## config.mk

```make
export PLATFORM = sky130hd
export DESIGN_NAME = storage_arbiter
export DESIGN_NICKNAME = d
export VERILOG_FILES = /design/src/rtl/mat_pkg.sv /design/src/rtl/rr_pick.sv /design/src/rtl/storage_arbiter.sv
export SDC_FILE = /design/constraint.sdc
export NUM_CORES = 1
export LEC_CHECK = 0
export CAP_MARGIN = 10
export CORE_AREA = 3 3 95 97
export DETAILED_ROUTE_END_ITERATION = 16
export DIE_AREA = 0 0 98 100
export GPL_TIMING_DRIVEN = 0
export PLACE_DENSITY = 0.79
export SLEW_MARGIN = 20
export SYNTH_ARGS = -nofsm -noshare
export SYNTH_HDL_FRONTEND = slang
export SYNTH_SLANG_ARGS = --single-unit
```

## constraint.sdc

```tcl
create_clock -name clk -period 2.1 [get_ports clk]
set_input_delay 0.63 -clock clk [delete_from_list [all_inputs] [get_ports clk]]
set_output_delay 0.63 -clock clk [all_outputs]
set_load 0.1 [all_outputs]
```

## src/rtl/mat_pkg.sv

```systemverilog
// Shared constants for the matrix storage subsystem: storage geometry,
// channel identifiers and arbitration mode selectors.
package mat_pkg;

    localparam int MAT_ADDR_W = 9;
    localparam int MAT_DATA_W = 32;

    localparam int CH_INPUT = 0;
    localparam int CH_CALC  = 1;
    localparam int CH_DISP  = 2;

    localparam int PRIO_RR    = 0;
    localparam int PRIO_FIXED = 1;

endpackage

```

## src/rtl/rr_pick.sv

```systemverilog
// Rotate-priority one-hot encoder: the first set bit of req at or after ptr
// (wrapping) wins. A ptr of zero gives plain lowest-index priority.
module rr_pick #(
    parameter int NUM_CH = 3,
    parameter int PTR_W  = (NUM_CH > 1) ? $clog2(NUM_CH) : 1
) (
    input  logic [NUM_CH-1:0] req,
    input  logic [PTR_W-1:0]  ptr,
    output logic [NUM_CH-1:0] gnt
);

    logic             found_s;
    logic [PTR_W-1:0] idx_s;

    // Walk the channels in rotated order and flag the first requester.
    always_comb begin
        gnt     = '0;
        found_s = 1'b0;
        idx_s   = '0;
        for (int i = 0; i < NUM_CH; i++) begin
            idx_s      = PTR_W'((int'(ptr) + i) % NUM_CH);
            gnt[idx_s] = req[idx_s] & ~found_s;
            found_s    = found_s | req[idx_s];
        end
    end

endmodule

```

## src/rtl/storage_arbiter.sv

```systemverilog
// N-channel request/grant arbiter for the single-port matrix RAM: registered
// one-hot grants, burst locking, a starvation cap and per-channel read tracking.
module storage_arbiter
    import mat_pkg::*;
#(
    parameter int NUM_CH    = 3,
    parameter int ADDR_W    = MAT_ADDR_W,
    parameter int DATA_W    = MAT_DATA_W,
    parameter int RD_LAT    = 1,
    parameter int PRIO_MODE = PRIO_RR,
    parameter int MAX_HOLD  = 16
) (
    input  logic                     clk,
    input  logic                     rst_n,
    input  logic [NUM_CH-1:0]        i_req,
    input  logic [NUM_CH-1:0]        i_lock,
    input  logic [NUM_CH-1:0]        i_we,
    input  logic [NUM_CH*ADDR_W-1:0] i_addr,
    input  logic [NUM_CH*DATA_W-1:0] i_wdata,
    output logic [NUM_CH-1:0]        o_gnt,
    output logic [NUM_CH-1:0]        o_rvalid,
    output logic [DATA_W-1:0]        o_rdata,
    output logic [ADDR_W-1:0]        o_mem_addr,
    output logic [DATA_W-1:0]        o_mem_wdata,
    output logic                     o_mem_we,
    input  logic [DATA_W-1:0]        i_mem_rdata,
    output logic                     o_busy
);

    localparam int PTR_W  = (NUM_CH > 1) ? $clog2(NUM_CH) : 1;
    localparam int HOLD_W = $clog2(MAX_HOLD + 1);

    logic [NUM_CH-1:0] gnt_r;
    logic [PTR_W-1:0]  ptr_r;
    logic [HOLD_W-1:0] hold_r;
    logic [RD_LAT-1:0] pipe_v_r;
    logic [NUM_CH-1:0] pipe_ch_r [RD_LAT];

    logic [NUM_CH-1:0] rd_ch_s;
    logic              owner_lock_s;
    logic              others_s;
    logic              cap_hit_s;
    logic              keep_s;
    logic [NUM_CH-1:0] pick_req_s;
    logic [PTR_W-1:0]  pick_ptr_s;
    logic [NUM_CH-1:0] pick_s;
    logic [PTR_W-1:0]  win_idx_s;
    logic [NUM_CH-1:0] gnt_nxt_s;
    logic [PTR_W-1:0]  ptr_nxt_s;
    logic [HOLD_W-1:0] hold_nxt_s;

    assign rd_ch_s      = gnt_r & i_req & ~i_we;
    assign owner_lock_s = |(gnt_r & i_req & i_lock);
    assign others_s     = |(i_req & ~gnt_r);
    assign cap_hit_s    = (PRIO_MODE == PRIO_RR) && (hold_r >= HOLD_W'(MAX_HOLD)) && others_s;
    assign keep_s       = owner_lock_s && !cap_hit_s;
    // A capped owner is masked out so it sits out at least one cycle.
    assign pick_req_s   = cap_hit_s ? (i_req & ~gnt_r) : i_req;
    assign pick_ptr_s   = (PRIO_MODE == PRIO_FIXED) ? '0 : ptr_r;

    rr_pick #(
        .NUM_CH (NUM_CH),
        .PTR_W  (PTR_W)
    ) u_pick (
        .req (pick_req_s),
        .ptr (pick_ptr_s),
        .gnt (pick_s)
    );

    // Next grant, round-robin pointer and hold counter.
    always_comb begin
        gnt_nxt_s  = pick_s;
        ptr_nxt_s  = ptr_r;
        hold_nxt_s = '0;
        win_idx_s  = '0;
        for (int k = 0; k < NUM_CH; k++) begin
            win_idx_s = win_idx_s | ({PTR_W{pick_s[k]}} & PTR_W'(k));
        end
        if (keep_s) begin
            gnt_nxt_s  = gnt_r;
            hold_nxt_s = (hold_r == HOLD_W'(MAX_HOLD)) ? hold_r : hold_r + 1'b1;
        end else if (|pick_s) begin
            ptr_nxt_s = (win_idx_s == PTR_W'(NUM_CH - 1)) ? '0 : win_idx_s + 1'b1;
        end else begin
            ptr_nxt_s = ptr_r;
        end
    end

    // Grant state registers.
    always_ff @(posedge clk or negedge rst_n) begin
        if (!rst_n) begin
            gnt_r  <= '0;
            ptr_r  <= '0;
            hold_r <= '0;
        end else begin
            gnt_r  <= gnt_nxt_s;
            ptr_r  <= ptr_nxt_s;
            hold_r <= hold_nxt_s;
        end
    end

    // Read-tracking pipe; its tail lines up with the storage read data.
    always_ff @(posedge clk or negedge rst_n) begin
        if (!rst_n) begin
            pipe_v_r <= '0;
            for (int i = 0; i < RD_LAT; i++) begin
                pipe_ch_r[i] <= '0;
            end
        end else begin
            pipe_v_r[0]  <= |rd_ch_s;
            pipe_ch_r[0] <= rd_ch_s;
            for (int i = 1; i < RD_LAT; i++) begin
                pipe_v_r[i]  <= pipe_v_r[i-1];
                pipe_ch_r[i] <= pipe_ch_r[i-1];
            end
        end
    end

    // Storage port mux; the grant is one-hot so OR-ing the masked lanes selects it.
    always_comb begin
        o_mem_addr  = '0;
        o_mem_wdata = '0;
        o_mem_we    = 1'b0;
        for (int k = 0; k < NUM_CH; k++) begin
            o_mem_addr  = o_mem_addr  | ({ADDR_W{gnt_r[k]}} & i_addr[k*ADDR_W +: ADDR_W]);
            o_mem_wdata = o_mem_wdata | ({DATA_W{gnt_r[k]}} & i_wdata[k*DATA_W +: DATA_W]);
            o_mem_we    = o_mem_we    | (gnt_r[k] & i_req[k] & i_we[k]);
        end
    end

    assign o_gnt    = gnt_r;
    assign o_rvalid = {NUM_CH{pipe_v_r[RD_LAT-1]}} & pipe_ch_r[RD_LAT-1];
    assign o_rdata  = i_mem_rdata;
    assign o_busy   = (|gnt_r) | (|pipe_v_r);

endmodule

```

-- After elaboration in Yosys (flattened, before gate mapping)
Index checks and enable logic that the tools add are counted.
- $mul: 0
- div/mod/pow operators: 3
- multiplexer cells: 18
- order comparisons: 7
- eq/ne operators: 3
- $add $sub $neg: 4
- reductions and logical operators: 12
- shifts and indexed selects: 0
- bitwise gates (word level): 34
- operators with widths (cell ; number):
    $and A32 B32 Y32 ; 3
    $mod A32 B3 Y32 const B ; 2
    $or A32 B32 Y32 ; 2
    $mod A3 B3 Y32 const B ; 1
    $and A9 B9 Y9 ; 3
    $and A3 B3 Y3 ; 6
    $or A9 B9 Y9 ; 2
    $reduce_or A3 Y1 ; 5
    $mux W5 ; 2
    $lt A2 B3 Y1 const B ; 3
    $and A1 B1 Y1 ; 8
    $bmux W1 S2 ; 3
    $bwmux W3 ; 2
    $demux W1 S2 ; 3
    $ge A2 B1 Y1 const B ; 3
    $mux W1 ; 6
    $not A3 Y3 ; 2
    $add A5 B1 Y5 const B ; 1
    $eq A5 B5 Y1 const B ; 1
    $ge A5 B5 Y1 const B ; 1
    $logic_and A1 B1 Y1 ; 5
    $or A1 B1 Y1 ; 4
    $add A2 B1 Y3 const B ; 1
    $add A2 B2 Y3 const B ; 1
    9 further kinds ; 11
- input port bits: 166
- memories: 0
- bits in registers: 14
- memory bits (read-only): 0
- output and inout port bits: 81
- word-level logic and storage cells: 86
- latch bits: 0
- RAM bits: 0

-- Longest topological paths before layout
- depth after elaboration: 14
- gate-level depth with buffers: 9
- mapped depth without buffers: 8

-- By module
From an unflattened synthesis, not the netlist that was laid out.
- cells, all modules: 236
- area total of the unflattened synthesis: 1826.8 um^2
- modules (own cells, without submodules) (module ; area an instance (um^2) ; instances ; cells each ; sequential area each (um^2)):
    storage_arbiter ; 1570.3 ; 1 ; 202 ; 350.3
    rr_pick ; 256.5 ; 1 ; 34 ; 0.0

-- Worst setup path before layout
No wires, ideal clock.
- path kind: reg2out
- from: register gnt_r[0] (netlist: o_gnt[0])
- to: output port o_mem_we
- required time: 1.470 ns
- cell stages (with the launch flop): 5
- slack: -0.980 ns
- path buffers: 2
- arrival time: 2.450 ns
- cell sequence: dfrtp_1 -> clkbuf_1 -> buf_1 -> nand3_1 -> nand3_1
- word-level cells in the longest chain between the ends: 4
- RTL lines (what ; line ; source):
    start, declared ; storage_arbiter.sv:33 ; logic [NUM_CH-1:0] gnt_r;
    start signal, assigned ; storage_arbiter.sv:96 ; gnt_r <= gnt_nxt_s;
    $and A1 B1 Y1 (2 in series) ; storage_arbiter.sv:127 ; o_mem_we = o_mem_we | (gnt_r[k] & i_req[k] & i_we[k]);
    $or A1 B1 Y1 (2 in series) ; storage_arbiter.sv:127 ;
    end, declared ; storage_arbiter.sv:25 ; output logic o_mem_we,
Every way passes these cells.

-- Worst setup path in the final report
- from: register gnt_r[0] (netlist: o_gnt[0])
- to: output port o_mem_wdata[18]
- word-level cells in the longest chain between the ends: 3
- RTL lines (what ; line ; source):
    $and A32 B32 Y32 ; storage_arbiter.sv:126 ; o_mem_wdata = o_mem_wdata | ({DATA_W{gnt_r[k]}} & i_wdata[k*DATA_W +: DATA_W]);
    $or A32 B32 Y32 (2 in series) ; storage_arbiter.sv:126 ;
    end, declared ; storage_arbiter.sv:24 ; output logic [DATA_W-1:0] o_mem_wdata,
Every way passes these cells.

==> impl_metrics.tcl <==
set metrics [dict create \
    path_cells "clkbuf_16 -> clkbuf_16 -> a222oi_1 -> inv_2 -> buf_12" \
    cts_hold_buf 0 \
    grt.total_usage_pct 21.5 \
    top_usage_layer "met2" \
    syn-num-nets 412 \
    multi_input_area_sq_um 1140 \
    critPathSlowestCell "a222oi_1" \
    dieArea_sq_um 9800 \
    grt_use_met2_pct 40.3 \
    syn_inst 240 \
    drtAntennaViolNets 0 \
    met1_usage_pct 27.1 \
    clock-sinks 14 \
    grt_pass1_vias 2926 \
    r2r_cells 10 \
    postLayoutCellArea_sq_um 5020 \
    skew_ns 0.00201 \
    drv_slew 0 \
    die_x_um 98 \
    routabilityCongestion 0.829 \
    drt_pass1_iterations 9 \
    portBuffers 214 \
    synth_area_per_cell_sq_um 7.87 \
    critical_path.top_delay_family "compound AO/OA/AOI/OAI gates" \
    crit_path_end_kind "output port" \
    reg2reg_slack_ns -0.22 \
    finalCoreUtilization_pct 61.1 \
    power_leakage_nw 2.30 \
    syn2layout_area_growth_pct 166 \
    overflow 0 \
    cp.required_ns 1.47 \
    cts-buffers-inserted 3 \
    avgRoutedWirePerCell_um 19.8 \
    period_share_pct 124 \
    min_to "hold_r[1]" \
    worstPathArrival_ns 1.98 \
    setup_viol 47 \
    postSynth.asyncResetShare_pct 100 \
    critPathBufInv 4 \
    timing.rr.start "o_gnt[0]" \
    hold_violations 0 \
    hpwlAfterDp_um 8750 \
    ctsRootBufferMaster "clkbuf_8" \
    dpl_cell_area_sq_um 4280 \
    synth_cell_types 44 \
    powerDensity_nw_per_um2 1780 \
    layout-drive-gt1-share_pct 48.2 \
    regToRegEndpoint "pick_ptr_s[0]" \
    cp_common_cell "clkbuf_16" \
    cts_tree "yes" \
    critPathLaunchType "flip-flop" \
    grt_first_pass_wirelength_um 16800 \
    die_h_um 100 \
    cp_max_fo 6 \
    synth_warnings 0 \
    clkTransAtPathRegs_ns 0.06 \
    grt_max_degree 15 \
    num_vias 2931 \
    ir_drop_v 0.00129 \
    num_io_pins 247 \
    worstHoldStart "hold_r[1]" \
    ys_ff_latch 14 \
    rows 33 \
    hold-worst-slack_ns 0.590 \
    cap_viol_max_count 0 \
    mostFrequentLayoutCell "clkdlybuf4s50_1" \
    start_util_pct 23.0 \
    synth-main-ff-cell "dfrtp_1" \
    ys_seq_area_share_pct 18.5 \
    mostFrequentLayoutCells "clkdlybuf4s50_1, buf_4, a222oi_1, inv_2, buf_6" \
    hp-class "reg -> reg" \
    synth_edf_count 0 \
    worstSetupPathType "reg -> out" \
    clk_latency_ns 0.25 \
    nets 661 \
    tightest_slew_ns 0.693 \
    fin_crit_ns 2.61 \
    max_freq_mhz 383 \
    grt_setup_unrepaired "true" \
    routed_via_density 4.94 \
    status "complete, but fails checks" \
    critPathMaxStageDelay_ns 0.62 \
    drt-total-wl_um 11700 \
    drtIter0Drc 246 \
    antenna_cells 0 \
    whs_path_depth 2 \
    seq_area_sq_um 362 \
    h-tree-depth 1 \
    netlist_area_sq_um 1890 \
    antenna_found_initial 0 \
    grt_use_met3_pct 3.27 \
    drc 0 \
    setup_slack_ns -0.511 \
    nFillCells 692 \
    clockBufferDepth 2 \
    violations "setup timing" \
    core_area_sq_um 8220 \
    max_slew_margin_pct 53.1 \
]
## how the worst max path moves through the flow
| stage | slack [ns] | cells after the start | to | from |
|---|---|---|---|---|
| after detailed placement | -1.24 | 4 | o_mem_we | i_req[1] |
| final | -0.51 | 5 | o_mem_wdata[18] | o_gnt[0] |
| after global routing | -0.60 | 5 | o_mem_wdata[18] | o_gnt[0] |
| after CTS | -0.48 | 5 | o_mem_wdata[18] | o_gnt[0] |
| after floorplan | -0.16 | 4 | o_mem_wdata[11] | o_gnt[0] |
| after global placement | -1.25 | 4 | o_mem_we | i_req[1] |
## worst min-delay path, cell delays in order (launching register included)
cell     delay (ns)
dfrtp_1        0.38
mux2i_1        0.08
nor2_1         0.08
## cell families (layout without fill, tap and decap cells)
| group | after synthesis | count (layout) | share of synthesized area [%] |
|---|---|---|---|
| and+or+nand+nor | 49 | 49 | 14.2 |
| xor gates and xnor gates | 4 | 4 | 1.85 |
| muxes | 1 | 1 | 0.530 |
| buffers and inverters | 99 | 347 | 26.0 |
| AOI/OAI and AO/OA | 67 | 67 | 34.9 |
| DFF | 14 | 14 | 18.5 |
| adders and majority gates | 6 | 6 | 3.97 |
## area by class of cell
type	count	share of cell area, %
sequential	14	7.20
timing repair buffer	248	53.9
inverter	49	3.66
clock buffer	4	1.10
multi-input combinational	127	22.7
tap	105	2.62
buffer	46	8.85
## power by group
part	switching [mW]	internal (mW)	total (mW)
combinational	5.41	2.82	8.23
clock	0.101	0.166	0.267
sequential	0.0778	0.350	0.428
total	5.59	3.34	8.93
## routing by layer
metal,up-vias,wire length [um]
met3,6,833
met4,0,51
met5,-,0
met2,144,6380
met1,1410,4490
li1,1371,-
## state kept, by name, indices dropped and copies added, names as in the netlist
name	cells
pipe_v_r	1
pipe_ch_r	3
pick_ptr_s	2
o_gnt	3
hold_r	5
## synthesized netlist by cell type (all sizes together), types with 2 or more instances
| cell | instances | area (sq um) |
|---|---|---|
| nor2b | 3 | 36.3 |
| nor3 | 2 | 10.0 |
| or3 | 2 | 12.5 |
| a31oi | 2 | 12.5 |
| o31ai | 2 | 20.0 |
| nand3 | 11 | 55.1 |
| ha | 6 | 75.1 |
| inv | 49 | 184 |
| a21oi | 2 | 10.0 |
| o2111a | 2 | 22.5 |
| clkbuf | 14 | 52.6 |
| a222oi | 41 | 410 |
| dfrtp | 14 | 350 |
| nand2 | 13 | 48.8 |
| xnor2 | 2 | 17.5 |
| and2 | 3 | 18.8 |
| o211ai | 3 | 32.5 |
| buf | 36 | 255 |
| o211a | 3 | 30.0 |
| nor2 | 9 | 33.8 |
| xor2 | 2 | 17.5 |
| o21ai | 3 | 18.8 |
## through the flow
step / total power [mW] / setup WS, ns / TNS (ns) / std cells
after floorplan: 5.60 / -0.157 / -4.68 / 240
after global placement: 7.19 / -1.25 / -60.01 / 559
after detailed placement: 7.24 / -1.24 / -60.66 / 559
after CTS: 8.41 / -0.478 / -13.98 / 580
after global routing: 9.22 / -0.602 / -19.27 / 593
final: 8.93 / -0.511 / -15.78 / 593
## what timing repair did
| item | in CTS | in global routing |
|---|---|---|
| gates cloned | 3 | 2 |
| gates resized for setup | 480 | 37 |
| setup buffers | 17 | 15 |
| pin swaps | 46 | 28 |
| setup endpoints to repair | 91 | 48 |
No activity file was read; power rests on OpenSTA's default activity.
